File: config.mk
export PLATFORM = sky130hd
export DESIGN_NAME = mcs6530_bus_ctrl_flat
export DESIGN_NICKNAME = d
export VERILOG_FILES = /design/src/rtl/mcs6530_pkg.sv /design/src/rtl/mcs6530_bus_ctrl_if.sv /design/src/rtl/mcs6530_bus_ctrl.sv /design/src/flat_wrapper.sv
export SDC_FILE = /design/constraint.sdc
export NUM_CORES = 1
export LEC_CHECK = 0
export BUFFER_PORTS_ARGS = -buffer_cell sky130_fd_sc_hd__buf_2
export CAP_MARGIN = 20
export CORE_AREA = 2 2 67 69
export CTS_CLUSTER_SIZE = 12
export DETAILED_ROUTE_END_ITERATION = 8
export DIE_AREA = 0 0 69 71
export GPL_ROUTABILITY_DRIVEN = 0
export PLACE_DENSITY = 0.74
export SYNTH_ARGS = -nofsm -noshare
export SYNTH_HDL_FRONTEND = slang
export SYNTH_SLANG_ARGS = --single-unit
File: constraint.sdc
create_clock -name phi2 -period 2.1 [get_ports phi2]
set_input_delay 0.105 -clock phi2 [delete_from_list [all_inputs] [get_ports phi2]]
set_output_delay 0.105 -clock phi2 [all_outputs]
set_load 0.005 [all_outputs]
File: src/rtl/mcs6530_pkg.sv
// Shared types and constants for the MCS6530 bus-cycle controller.
//   target_e      : decoded access target (none, ROM, RAM, port registers, timer)
//   state_e       : bus-cycle FSM states
//   IoReg*        : port register indices driven on io_reg
//   *SelDefault   : addr[7:6] codes that select RAM and I/O/timer space
//   decode_target : priority decode of one bus cycle
package mcs6530_pkg;

    typedef enum logic [2:0] {
        TgtNone,
        TgtRom,
        TgtRam,
        TgtIo,
        TgtTmr
    } target_e;

    typedef enum logic [1:0] {
        StGuard,
        StIdle,
        StRd,
        StWr
    } state_e;

    localparam logic [1:0] IoRegPa   = 2'd0;
    localparam logic [1:0] IoRegDdra = 2'd1;
    localparam logic [1:0] IoRegPb   = 2'd2;
    localparam logic [1:0] IoRegDdrb = 2'd3;

    localparam logic [1:0] RamSelDefault = 2'b11;
    localparam logic [1:0] IoSelDefault  = 2'b01;

    // ROM select wins over chip select; inside the chip, addr[2] splits
    // the I/O window into port registers and timer.
    function automatic target_e decode_target(input logic       cs,
                                              input logic       rs_n,
                                              input logic [1:0] page,
                                              input logic       a2,
                                              input logic [1:0] ram_sel,
                                              input logic [1:0] io_sel);
        if (!rs_n)                   return TgtRom;
        if (cs && page == ram_sel)   return TgtRam;
        if (cs && page == io_sel)    return a2 ? TgtTmr : TgtIo;
        return TgtNone;
    endfunction

endpackage

File: src/rtl/mcs6530_bus_ctrl_if.sv
// Bundle between the bus-cycle controller and the rest of the MCS6530 core.
//   pad side    : cs, rs_n, we_n, addr, di in; dout, oe out
//   ROM         : rom_addr, rom_rd out; rom_q in
//   RAM         : ram_addr, ram_rd, ram_we out; ram_q in
//   port regs   : io_reg, io_we out; io_q in
//   timer       : tmr_we, tmr_prescale, tmr_irq_en, tmr_rd out; tmr_cnt, tmr_flag in
//   wdata       : write data shared by all targets
// master = the controller, slave = pads and targets.
interface mcs6530_bus_ctrl_if;

    logic       cs;
    logic       rs_n;
    logic       we_n;
    logic [9:0] addr;
    logic [7:0] di;

    logic [9:0] rom_addr;
    logic       rom_rd;
    logic [7:0] rom_q;
    logic [5:0] ram_addr;
    logic       ram_rd;
    logic       ram_we;
    logic [7:0] ram_q;
    logic [1:0] io_reg;
    logic       io_we;
    logic [7:0] io_q;
    logic       tmr_we;
    logic [1:0] tmr_prescale;
    logic       tmr_irq_en;
    logic       tmr_rd;
    logic [7:0] tmr_cnt;
    logic       tmr_flag;

    logic [7:0] wdata;
    logic [7:0] dout;
    logic       oe;

    modport master (
        input  cs, rs_n, we_n, addr, di, rom_q, ram_q, io_q, tmr_cnt, tmr_flag,
        output rom_addr, rom_rd, ram_addr, ram_rd, ram_we, io_reg, io_we,
               tmr_we, tmr_prescale, tmr_irq_en, tmr_rd, wdata, dout, oe
    );

    modport slave (
        output cs, rs_n, we_n, addr, di, rom_q, ram_q, io_q, tmr_cnt, tmr_flag,
        input  rom_addr, rom_rd, ram_addr, ram_rd, ram_we, io_reg, io_we,
               tmr_we, tmr_prescale, tmr_irq_en, tmr_rd, wdata, dout, oe
    );

endinterface

File: src/rtl/mcs6530_bus_ctrl.sv
// Bus-cycle controller for the MCS6530 core.
// Decodes each phi2 cycle, issues one target strobe in the decode cycle,
// and presents read data with oe during the following cycle.
// Ports:
//   phi2 : clock, all state on the rising edge
//   rst  : asynchronous reset, active high
//   bus  : controller side (master) of mcs6530_bus_ctrl_if
module mcs6530_bus_ctrl
    import mcs6530_pkg::*;
#(
    parameter int unsigned GUARD_CYCLES = 2,
    parameter logic [1:0]  RAM_SEL      = RamSelDefault,
    parameter logic [1:0]  IO_SEL       = IoSelDefault
) (
    input logic                 phi2,
    input logic                 rst,
    mcs6530_bus_ctrl_if.master  bus
);

    localparam logic [7:0] GuardInit = 8'(GUARD_CYCLES);

    state_e     state_q;
    logic [7:0] guard_cnt_q;
    logic       oe_q;
    target_e    src_tgt_q;
    logic       src_status_q;
    logic [7:0] hold_q;
    logic       irq_en_q;

    target_e    tgt;
    logic       live;
    logic       rd_go;
    logic       wr_go;

    assign tgt  = decode_target(bus.cs, bus.rs_n, bus.addr[7:6], bus.addr[2], RAM_SEL, IO_SEL);
    // Guard state doubles as the reset gate: rst forces it asynchronously,
    // which kills every strobe in the same instant.
    assign live  = (state_q != StGuard);
    assign rd_go = live && bus.we_n && (tgt != TgtNone);
    assign wr_go = live && !bus.we_n && (tgt inside {TgtRam, TgtIo, TgtTmr});

    assign bus.rom_addr     = bus.addr;
    assign bus.ram_addr     = bus.addr[5:0];
    assign bus.io_reg       = bus.addr[1:0];
    assign bus.wdata        = bus.di;
    assign bus.rom_rd       = rd_go && (tgt == TgtRom);
    assign bus.ram_rd       = rd_go && (tgt == TgtRam);
    assign bus.ram_we       = wr_go && (tgt == TgtRam);
    assign bus.io_we        = wr_go && (tgt == TgtIo);
    assign bus.tmr_we       = wr_go && (tgt == TgtTmr);
    assign bus.tmr_rd       = rd_go && (tgt == TgtTmr) && !bus.addr[0];
    assign bus.tmr_prescale = bus.tmr_we ? bus.addr[1:0] : 2'b00;
    assign bus.tmr_irq_en   = irq_en_q;
    assign bus.oe           = oe_q;

    always_ff @(posedge phi2 or posedge rst) begin
        if (rst) begin
            state_q      <= StGuard;
            guard_cnt_q  <= GuardInit;
            oe_q         <= 1'b0;
            src_tgt_q    <= TgtNone;
            src_status_q <= 1'b0;
            hold_q       <= 8'h00;
            irq_en_q     <= 1'b0;
        end else if (state_q == StGuard) begin
            // Leave guard on the edge where the counter lands on zero.
            if (guard_cnt_q <= 8'd1) state_q <= StIdle;
            if (guard_cnt_q != 8'd0) guard_cnt_q <= guard_cnt_q - 8'd1;
            oe_q <= 1'b0;
        end else begin
            state_q <= rd_go ? StRd : (wr_go ? StWr : StIdle);
            oe_q    <= rd_go;
            if (rd_go) begin
                src_tgt_q    <= tgt;
                src_status_q <= (tgt == TgtTmr) && bus.addr[0];
                // io_q follows io_reg combinationally and the address moves on
                // next cycle, so port and count bytes are captured now.
                hold_q       <= (tgt == TgtTmr) ? bus.tmr_cnt : bus.io_q;
            end
            if (tgt == TgtTmr) irq_en_q <= bus.addr[3];
        end
    end

    // ROM and RAM answer one cycle late; the flag is sampled live in k+1.
    always_comb begin
        bus.dout = 8'h00;
        if (oe_q) begin
            case (src_tgt_q)
                TgtRom:  bus.dout = bus.rom_q;
                TgtRam:  bus.dout = bus.ram_q;
                TgtIo:   bus.dout = hold_q;
                TgtTmr:  bus.dout = src_status_q ? {bus.tmr_flag, 7'b0} : hold_q;
                default: bus.dout = 8'h00;
            endcase
        end
    end

endmodule

File: src/flat_wrapper.sv
// flat-port wrapper written by rule: the top's interface ports become plain ports
module mcs6530_bus_ctrl_flat import mcs6530_pkg::*;
#(
    parameter int unsigned GUARD_CYCLES = 2,
    parameter logic [1:0]  RAM_SEL      = RamSelDefault,
    parameter logic [1:0]  IO_SEL       = IoSelDefault
)
  (phi2, rst, bus_cs, bus_rs_n, bus_we_n, bus_addr, bus_di, bus_rom_q, bus_ram_q, bus_io_q, bus_tmr_cnt, bus_tmr_flag, bus_rom_addr, bus_rom_rd, bus_ram_addr, bus_ram_rd, bus_ram_we, bus_io_reg, bus_io_we, bus_tmr_we, bus_tmr_prescale, bus_tmr_irq_en, bus_tmr_rd, bus_wdata, bus_dout, bus_oe);
  mcs6530_bus_ctrl_if bus_i ();
  input logic phi2;
  input logic rst;
  input wire logic [$bits(bus_i.cs)-1:0] bus_cs;
  input wire logic [$bits(bus_i.rs_n)-1:0] bus_rs_n;
  input wire logic [$bits(bus_i.we_n)-1:0] bus_we_n;
  input wire logic [$bits(bus_i.addr)-1:0] bus_addr;
  input wire logic [$bits(bus_i.di)-1:0] bus_di;
  input wire logic [$bits(bus_i.rom_q)-1:0] bus_rom_q;
  input wire logic [$bits(bus_i.ram_q)-1:0] bus_ram_q;
  input wire logic [$bits(bus_i.io_q)-1:0] bus_io_q;
  input wire logic [$bits(bus_i.tmr_cnt)-1:0] bus_tmr_cnt;
  input wire logic [$bits(bus_i.tmr_flag)-1:0] bus_tmr_flag;
  output wire logic [$bits(bus_i.rom_addr)-1:0] bus_rom_addr;
  output wire logic [$bits(bus_i.rom_rd)-1:0] bus_rom_rd;
  output wire logic [$bits(bus_i.ram_addr)-1:0] bus_ram_addr;
  output wire logic [$bits(bus_i.ram_rd)-1:0] bus_ram_rd;
  output wire logic [$bits(bus_i.ram_we)-1:0] bus_ram_we;
  output wire logic [$bits(bus_i.io_reg)-1:0] bus_io_reg;
  output wire logic [$bits(bus_i.io_we)-1:0] bus_io_we;
  output wire logic [$bits(bus_i.tmr_we)-1:0] bus_tmr_we;
  output wire logic [$bits(bus_i.tmr_prescale)-1:0] bus_tmr_prescale;
  output wire logic [$bits(bus_i.tmr_irq_en)-1:0] bus_tmr_irq_en;
  output wire logic [$bits(bus_i.tmr_rd)-1:0] bus_tmr_rd;
  output wire logic [$bits(bus_i.wdata)-1:0] bus_wdata;
  output wire logic [$bits(bus_i.dout)-1:0] bus_dout;
  output wire logic [$bits(bus_i.oe)-1:0] bus_oe;
  assign bus_i.cs = bus_cs;
  assign bus_i.rs_n = bus_rs_n;
  assign bus_i.we_n = bus_we_n;
  assign bus_i.addr = bus_addr;
  assign bus_i.di = bus_di;
  assign bus_i.rom_q = bus_rom_q;
  assign bus_i.ram_q = bus_ram_q;
  assign bus_i.io_q = bus_io_q;
  assign bus_i.tmr_cnt = bus_tmr_cnt;
  assign bus_i.tmr_flag = bus_tmr_flag;
  assign bus_rom_addr = bus_i.rom_addr;
  assign bus_rom_rd = bus_i.rom_rd;
  assign bus_ram_addr = bus_i.ram_addr;
  assign bus_ram_rd = bus_i.ram_rd;
  assign bus_ram_we = bus_i.ram_we;
  assign bus_io_reg = bus_i.io_reg;
  assign bus_io_we = bus_i.io_we;
  assign bus_tmr_we = bus_i.tmr_we;
  assign bus_tmr_prescale = bus_i.tmr_prescale;
  assign bus_tmr_irq_en = bus_i.tmr_irq_en;
  assign bus_tmr_rd = bus_i.tmr_rd;
  assign bus_wdata = bus_i.wdata;
  assign bus_dout = bus_i.dout;
  assign bus_oe = bus_i.oe;
  mcs6530_bus_ctrl #(.GUARD_CYCLES(GUARD_CYCLES), .RAM_SEL(RAM_SEL), .IO_SEL(IO_SEL)) u_core (.phi2(phi2), .rst(rst), .bus(bus_i));
endmodule
**After elaboration in Yosys (flattened, before gate mapping)**

Cells that the tools add are included.

- Eq/ne operators: 11
- Add/subtract/negate cells: 1
- Bitwise operators: 1
- Order comparisons: 1
- Reduce and logical (&&, ||, !) cells: 24
- Multiplexer cells: 22

Operators by type and width:

| operator | count |
|---|---|
| 8-bit case mux with 4 select lines | 1 |
| 8-bit two-way mux | 3 |
| 3-bit two-way mux | 7 |
| 1-bit logical AND | 14 |
| 3-bit by 2-bit == test with 1-bit output (second input constant) | 4 |
| 2-bit two-way mux | 5 |
| 8-bit by 1-bit <= comparator with 1-bit output (second input constant) | 1 |
| 8-bit nonzero test | 1 |
| 8-bit by 1-bit subtractor with 8-bit output (second input constant) | 1 |
| 3-bit by 1-bit == test with 1-bit output (second input constant) | 2 |
| 3-bit == test (second input constant) | 2 |
| 1-bit two-way mux | 6 |
| 2-bit AND reduction | 3 |
| 3-bit nonzero test | 2 |
| 2-bit by 1-bit == test with 1-bit output (second input constant) | 1 |
| 2-bit == test (second input constant) | 1 |
| 1-bit logical NOT | 2 |
| 2-bit logical NOT | 1 |
| 2-bit inequality test (second input constant) | 1 |
| 2-bit nonzero test | 1 |
| 1-bit inverter | 1 |

- Output and inout bits: 44
- Flip-flop bits (word level): 24
- Word-level logic and storage cells: 67

**Logic depth before layout (Yosys ltp)**

Gate-level depths: netlist of the first run.

- Depth after elaboration: 15
- Mapped depth: 6
- Depth with buffers taken out: 5

**Least setup slack after synthesis of the first run**

Ideal clock, no wire load.

- Path kind: register to register
- Start point: register u_core.state_q[0]
- End point: register u_core.guard_cnt_q[7]
- Stages on the path, launching flop included: 4
- Buffers on the path: 0
- Data arrival time: 1763 ps
- Setup slack: 209 ps
- Clock period less this slack: 1891 ps
- Required time: 1973 ps
- Cell sequence: dfrtp_1 -> or4_4 -> or4b_1 -> mux2_1

- Word-level cells in the longest chain between the ends: 2

Ends and longest elaborated chain:

| what | RTL line | RTL |
|---|---|---|
| start: declaration | mcs6530_bus_ctrl.sv:22 | `state_e state_q;` |
| start signal: assignment | mcs6530_bus_ctrl.sv:58 | `state_q <= StGuard;` |
| start signal: assignment | mcs6530_bus_ctrl.sv:67 | `if (guard_cnt_q <= 8'd1) state_q <= StIdle;` |
| start signal: assignment | mcs6530_bus_ctrl.sv:71 | `state_q <= rd_go ? StRd : (wr_go ? StWr : StIdle);` |
| 2-bit logical NOT | mcs6530_bus_ctrl.sv:65 | `end else if (state_q == StGuard) begin` |
| 2-bit AND reduction (no line) | -- |  |
| end signal: assignment | mcs6530_bus_ctrl.sv:59 | `guard_cnt_q <= GuardInit;` |
| end signal: assignment | mcs6530_bus_ctrl.sv:68 | `if (guard_cnt_q != 8'd0) guard_cnt_q <= guard_cnt_q - 8'd1;` |
| end: declaration | mcs6530_bus_ctrl.sv:23 | `logic [7:0] guard_cnt_q;` |

No other way between the ends.
A chain may end at the register's enable or synchronous reset.

**Worst setup path after layout of the first run**

Same ends and word-level chain as after synthesis.

==> results of run 1 <==
cell usage in the layout (no fill, tap or decap), types with 8 or more instances in the layout:
| master | count |
|---|---|
| a31oi_1 | 8 |
| nor2_1 | 9 |
| o21ai_0 | 19 |
| a21o_1 | 9 |
| nand3b_1 | 16 |
| buf_2 | 73 |
| nand3_1 | 10 |
| a21oi_1 | 18 |
| dfrtp_1 | 23 |
routing by layer:
layer	track usage, %	wire length [um]	vias to the layer above
li1	-	-	816
met1	20.6	1830	767
met2	28.8	1980	46
met3	2.56	227	7
met4	5.23	52	0
met5	0	0	-
power breakdown:
part / internal [W] / switching (W) / leakage, nW / total, W
sequential: 0.000506 / 0.0000592 / 0.296 / 0.000565
combinational: 0.000154 / 0.000135 / 0.652 / 0.000289
clock: 0.000168 / 0.000147 / 0.0288 / 0.000315
total: 0.000828 / 0.000342 / 0.977 / 0.00117
kinds of logic (layout without fill, tap and decap cells):
| family | after synthesis | in the layout | share of synthesized area (%) |
|---|---|---|---|
| xor+xnor | 4 | 4 | 1.97 |
| flops | 24 | 24 | 33.9 |
| simple gates | 62 | 62 | 21.4 |
| compound gates | 67 | 67 | 23.1 |
| mux | 6 | 6 | 3.66 |
| buf+inv | 43 | 85 | 14.6 |
| fa+ha+maj | 2 | 2 | 1.41 |
path summary, 6_finish.rpt:
kind                                    endpoint  slack, ns  cells past startpoint
max                        u_core.guard_cnt_q[7]       0.14                      3
min                          u_core.src_tgt_q[0]       0.05                      2
max reg2reg                u_core.guard_cnt_q[7]       0.14                      3
min reg2reg                u_core.guard_cnt_q[1]       0.53                      2
max in group asynchronous  u_core.guard_cnt_q[1]       1.41                      4
min in group asynchronous  u_core.guard_cnt_q[6]       0.41                      4
layout make-up:
type	instances	area share, %
Sequential cell	24	29.3
Timing Repair Buffer	77	19.4
Tap cell	52	3.17
Clock buffer	4	2.68
Inverter	4	0.731
Multi-Input combinational cell	141	44.7
state kept, by name, summed over array words and instances, names as in the netlist:
name,cells
u_core.bus.oe,1
u_core.bus.tmr_irq_en,1
u_core.guard_cnt_q,8
u_core.hold_q,8
u_core.src_status_q,1
u_core.src_tgt_q,3
u_core.state_q,2
metrics by stage:
| stage | area (um2) | cells | worst slack (ns) | power, W |
|---|---|---|---|---|
| finish | 2050 | 302 | 0.142 | 0.00117 |
| global route | 2050 | 302 | 0.0513 | 0.00123 |
| CTS | 2050 | 302 | 0.144 | 0.00118 |
| detailed placement | 1980 | 297 | 0.146 | 0.000861 |
| global placement | 1980 | 297 | 0.180 | 0.000855 |
| floorplan | 1780 | 208 | 0.209 | 0.000781 |
worst max-delay path, stage by stage (launching register included):
cell	delay [ns]
dfrtp_1	0.44
or4_4	0.57
or4b_1	0.52
mux2_1	0.32
what timing repair did:
item	4_1_cts	5_1_grt
hold endpoints to repair	23	0
hold buffers	1	0
setup endpoints to repair	0	1
resized for setup	0	1
==> results.md, run 1 <==
* Status: complete, no violations
* Worst Path Arrival at 2.11 ns
* Vias/cell at 5.42
* Final hold violations at 0
* Worst slew margin at 50.3%
* Clk buf depth at 2
* Seq/Total Area, Yosys at 33.9%
* Min Hold Slack at 0.0480 ns
* Core area at 4200 um2
* Reg clk slew, reported paths at 0.08 ns
* CTS tree: done
* Iteration count of the initial detailed-routing pass at 5
* Max Fclk at 511 MHz
* Commonest cells in the netlist: buf_4, dfrtp_1, o21ai_0
* Post-synth EDFFs at 0
* Lkg Pwr at 0.977 nW
* Die Y at 71 um
* Share of layout cells above drive strength 1 at 36.0%
* Syn nets at 266
* Synth Instances at 208
* RSZ-0062 raised after global routing: no
* Via count at 1636
* Area Growth Syn to Fin at 15.6%
* Setup_tns at 0 ns
* Initial antenna violation count at 0
* Area leader, netlist: dfrtp_1
* Synth Cell Area at 1780 um2
* IO buf count at 73
* Hold path start: bus_rs_n
* Final core utilization at 48.8%
* CTS buffer count at 3
* RR Startpoint: u_core.state_q[0]
* Synthesized area per cell at 8.54 um2
* VDD IR max at 0.271 mV
* Ys flop type: dfrtp_1
* First-pass GRT wire length at 6670 um
* CTS sink cnt at 24
* Clock latency on the worst-skew pair at 0.27 ns
* Die Wd at 69 um
* P per Cell Area at 569 nW/um2
* Hold crit path type: input port to flop
* Crit Path Max Fanout at 6
* Rows at 24
* Area share of the largest cell type after synthesis at 32.4%
* Max-slew violation count at 0
* IO Count at 100
* Fillcell total at 422
* Depth of the CTS H-tree at 1
* Post-DP HPWL at 3130 um
* Synthesized flop and latch total at 24
* DR WL/cell at 13.5 um
* Overflow after GRT at 0
* Startpoint Class: flop
* Period utilization at 93.2%
* Starting Density at 42.2%
* Multi-input logic area at 918 um2
* Worst Setup SP: u_core.state_q[0]
* Nets@finish at 309
* Root Driver: clkbuf_8
* Pin count of the biggest net entering global routing at 25
* CP endpoint kind: flop
* WL final at 4090 um
* DRC at 0
* Postcts setup bufs at 0
* Clock Skew at 0.00150 ns
* Maxcap violations at 0
* Netlist cell types at 46
* Worst slew pin tran at 0.744 ns
* Count leader, synth: buf_4
* Yosys warnings at 0
* DIE AREA at 4900 um2
* Asr flop ratio synth at 100%
* # diodes at 0
* Remaining antenna violation count after routing at 0
* DR iter-0 viols at 53
* Crit path time final at 1.96 ns
* Setup violations, final at 0
* Vias in the first global route at 1453
* CP Class: flop to flop
* Storage cell area at 602 um2
* Total GRT Usage at 16.4%
* Top cells by area, synth: dfrtp_1, buf_4, nand3b_1
* CP Data Required Time at 2.26 ns
(Power assumes the default switching activity.)
==> inputs of run 2 (changes only) <==
Settings changed: CELL_PAD_IN_SITES_DETAIL_PLACEMENT set to 1, CELL_PAD_IN_SITES_GLOBAL_PLACEMENT set to 2, CORE_AREA 2 2 67 69 to 2 2 90 92, DIE_AREA 0 0 69 71 to 0 0 92 94, PLACE_DENSITY 0.74 to 0.75.
==> run 2 against run 1 <==
Effect of this change:
- first-iteration DRC count fell by 19%
- critical endpoint unchanged
- final cell count rose by 18%
- core utilization fell by 21 points
- clock power rose by 2%
- die area rose by 77%
- global-route usage fell by 3.8 points
- largest power group unchanged
==> results.md, run 2 (synthesized netlist as in run 1, its figures left out) <==
* Status: complete, no violations
* Remaining antenna violation count after routing at 0
* Core area at 7610 um2
* VDD IR max at 0.194 mV
* Hold EP: u_core.src_tgt_q[0]
* Area after DPL at 2080 um2
* Slowest stage delay, CP at 0.57 ns
* Worst Path Arrival at 2.13 ns
* Worst path cell trace: or4_4, or4b_1, mux2_1
* Root Driver: clkbuf_8
* Period utilization at 93.6%
* Setup violations, final at 0
* Storage cell area at 606 um2
* RSZ-0062 raised after global routing: no
* Iteration count of the initial detailed-routing pass at 3
* First-pass GRT wire length at 8860 um
* Multi-input logic area at 915 um2
* IO buf count at 73
* R2r worst-path depth at 3
* Via count at 1642
* P per Cell Area at 555 nW/um2
* # diodes at 0
* Pre-CTS setup slack at 0.145 ns
* Maxcap violations at 0
* Overflow after GRT at 0
* CP Class: flop to flop
* Delay-heaviest family, CP: simple AND/OR/NAND/NOR gates
* WHS Path Cells at 2
* Tot Pwr at 0.00119 W
* Fillcell total at 948
* Post-DP HPWL at 4050 um
* WL final at 5220 um
* Die Wd at 92 um
* Rows at 32
* Clock Skew at 0.00577 ns
* CP Data Required Time at 2.26 ns
* DR iter-0 viols at 43
* DR WL/cell at 14.7 um
* Clk buf depth at 2
* Lkg Pwr at 0.991 nW
* Postcts setup bufs at 0
* IO Count at 100
* Crit Path Max Fanout at 6
* Largest regs: u_core.guard_cnt_q (8), u_core.hold_q (8), u_core.src_tgt_q (3)
* Area Growth Syn to Fin at 20.9%
* Pin count of the biggest net entering global routing at 25
* CTS sink cnt at 24
* Most common cell after layout, fill and taps aside: buf_2
* CP max stage cell: or4_4
* Vias in the first global route at 1683
* Reg clk slew, reported paths at 0.09 ns
* Buf+Inv Stages, Crit Path at 0
* Hold crit path type: input port to flop
* CTS tree: done
* Max-slew violation count at 0
* Vias/cell at 4.61
* Nets@finish at 313
* Startpoint Class: flop
* R2R Setup Slk at 0.13 ns
* RR Startpoint: u_core.state_q[0]
* Clock latency on the worst-skew pair at 0.27 ns
* Most frequent cells in the layout: buf_2, dfrtp_1, o21ai_0
* Setup_tns at 0 ns
* Hold path start: bus_rs_n
* Initial antenna violation count at 0
* Crit path time final at 1.97 ns
* Die Y at 94 um
* Min Hold Slack at 0.0463 ns
* Max Fclk at 509 MHz
* Worst slew pin tran at 0.548 ns
* R2R Path End: u_core.guard_cnt_q[7]
* Final hold violations at 0
* Design area at 2150 um2
* Final worst slack at 0.134 ns
* Total GRT Usage at 12.6%
* CP endpoint kind: flop
* Depth of the CTS H-tree at 1
* Worst slew margin at 63.2%
* Share of layout cells above drive strength 1 at 37.8%
* DIE AREA at 8650 um2
* CTS buffer count at 3
* Starting Density at 23.3%
* DRC at 0
==> run 2: cell count changes in the layout (fill, tap and decap cells not counted) <==
cell / before / now
dfrtp_2: 0 / 3
o21ai_2: 1 / 0
buf_4: 3 / 7
dfrtp_1: 23 / 20
o21ai_1: 0 / 1
==> run 2: worst max-delay path by stage <==
stage | slack, ns | endpoint | depth (start not counted) | start
6_report | 0.13 | u_core.guard_cnt_q[7] | 3 | u_core.state_q[0]
5_1_grt | 0.04 | bus_dout[1] | 5 | u_core.src_tgt_q[1]
4_1_cts | 0.11 | bus_dout[0] | 4 | u_core.src_tgt_q[0]
3_5_place_dp | 0.14 | u_core.guard_cnt_q[7] | 3 | u_core.state_q[0]
3_3_place_gp | 0.17 | u_core.guard_cnt_q[7] | 3 | u_core.state_q[0]
2_1_floorplan | 0.21 | u_core.guard_cnt_q[7] | 3 | u_core.state_q[0]
==> run 2: metal layers <==
metal  GRT usage, %  vias up  routed length, um
met5              0        -                  0
met4           2.36        0                 29
met3           2.25        4                281
met2           20.2       43               2400
met1           17.9      770               2510
li1               -      825                  -
==> run 2: layout make-up <==
type	instances	area share [%]
multi-input combinational	141	42.6
sequential	24	28.2
timing repair buffer	81	19.9
tap	102	5.95
clock buffer	4	2.57
inverter	4	0.700
==> run 2: timing repair <==
action | CTS | global route
resized for setup | 0 | 3
endpoints found under the setup margin | 0 | 8
hold buffers | 1 | 0
hold endpoints to repair | 23 | 0
==> run 2: report_power, final <==
part | internal, W | switching [W]
registers | 0.000507 | 0.0000608
logic | 0.000159 | 0.000144
clock network | 0.000167 | 0.000153
==> run 2: through the flow <==
step	util (%)	std cells
5_1_grt	28.2	356
3_3_place_gp	27.3	351
3_5_place_dp	27.3	351
6_report	28.2	356
2_1_floorplan	-	208
4_1_cts	28.2	356
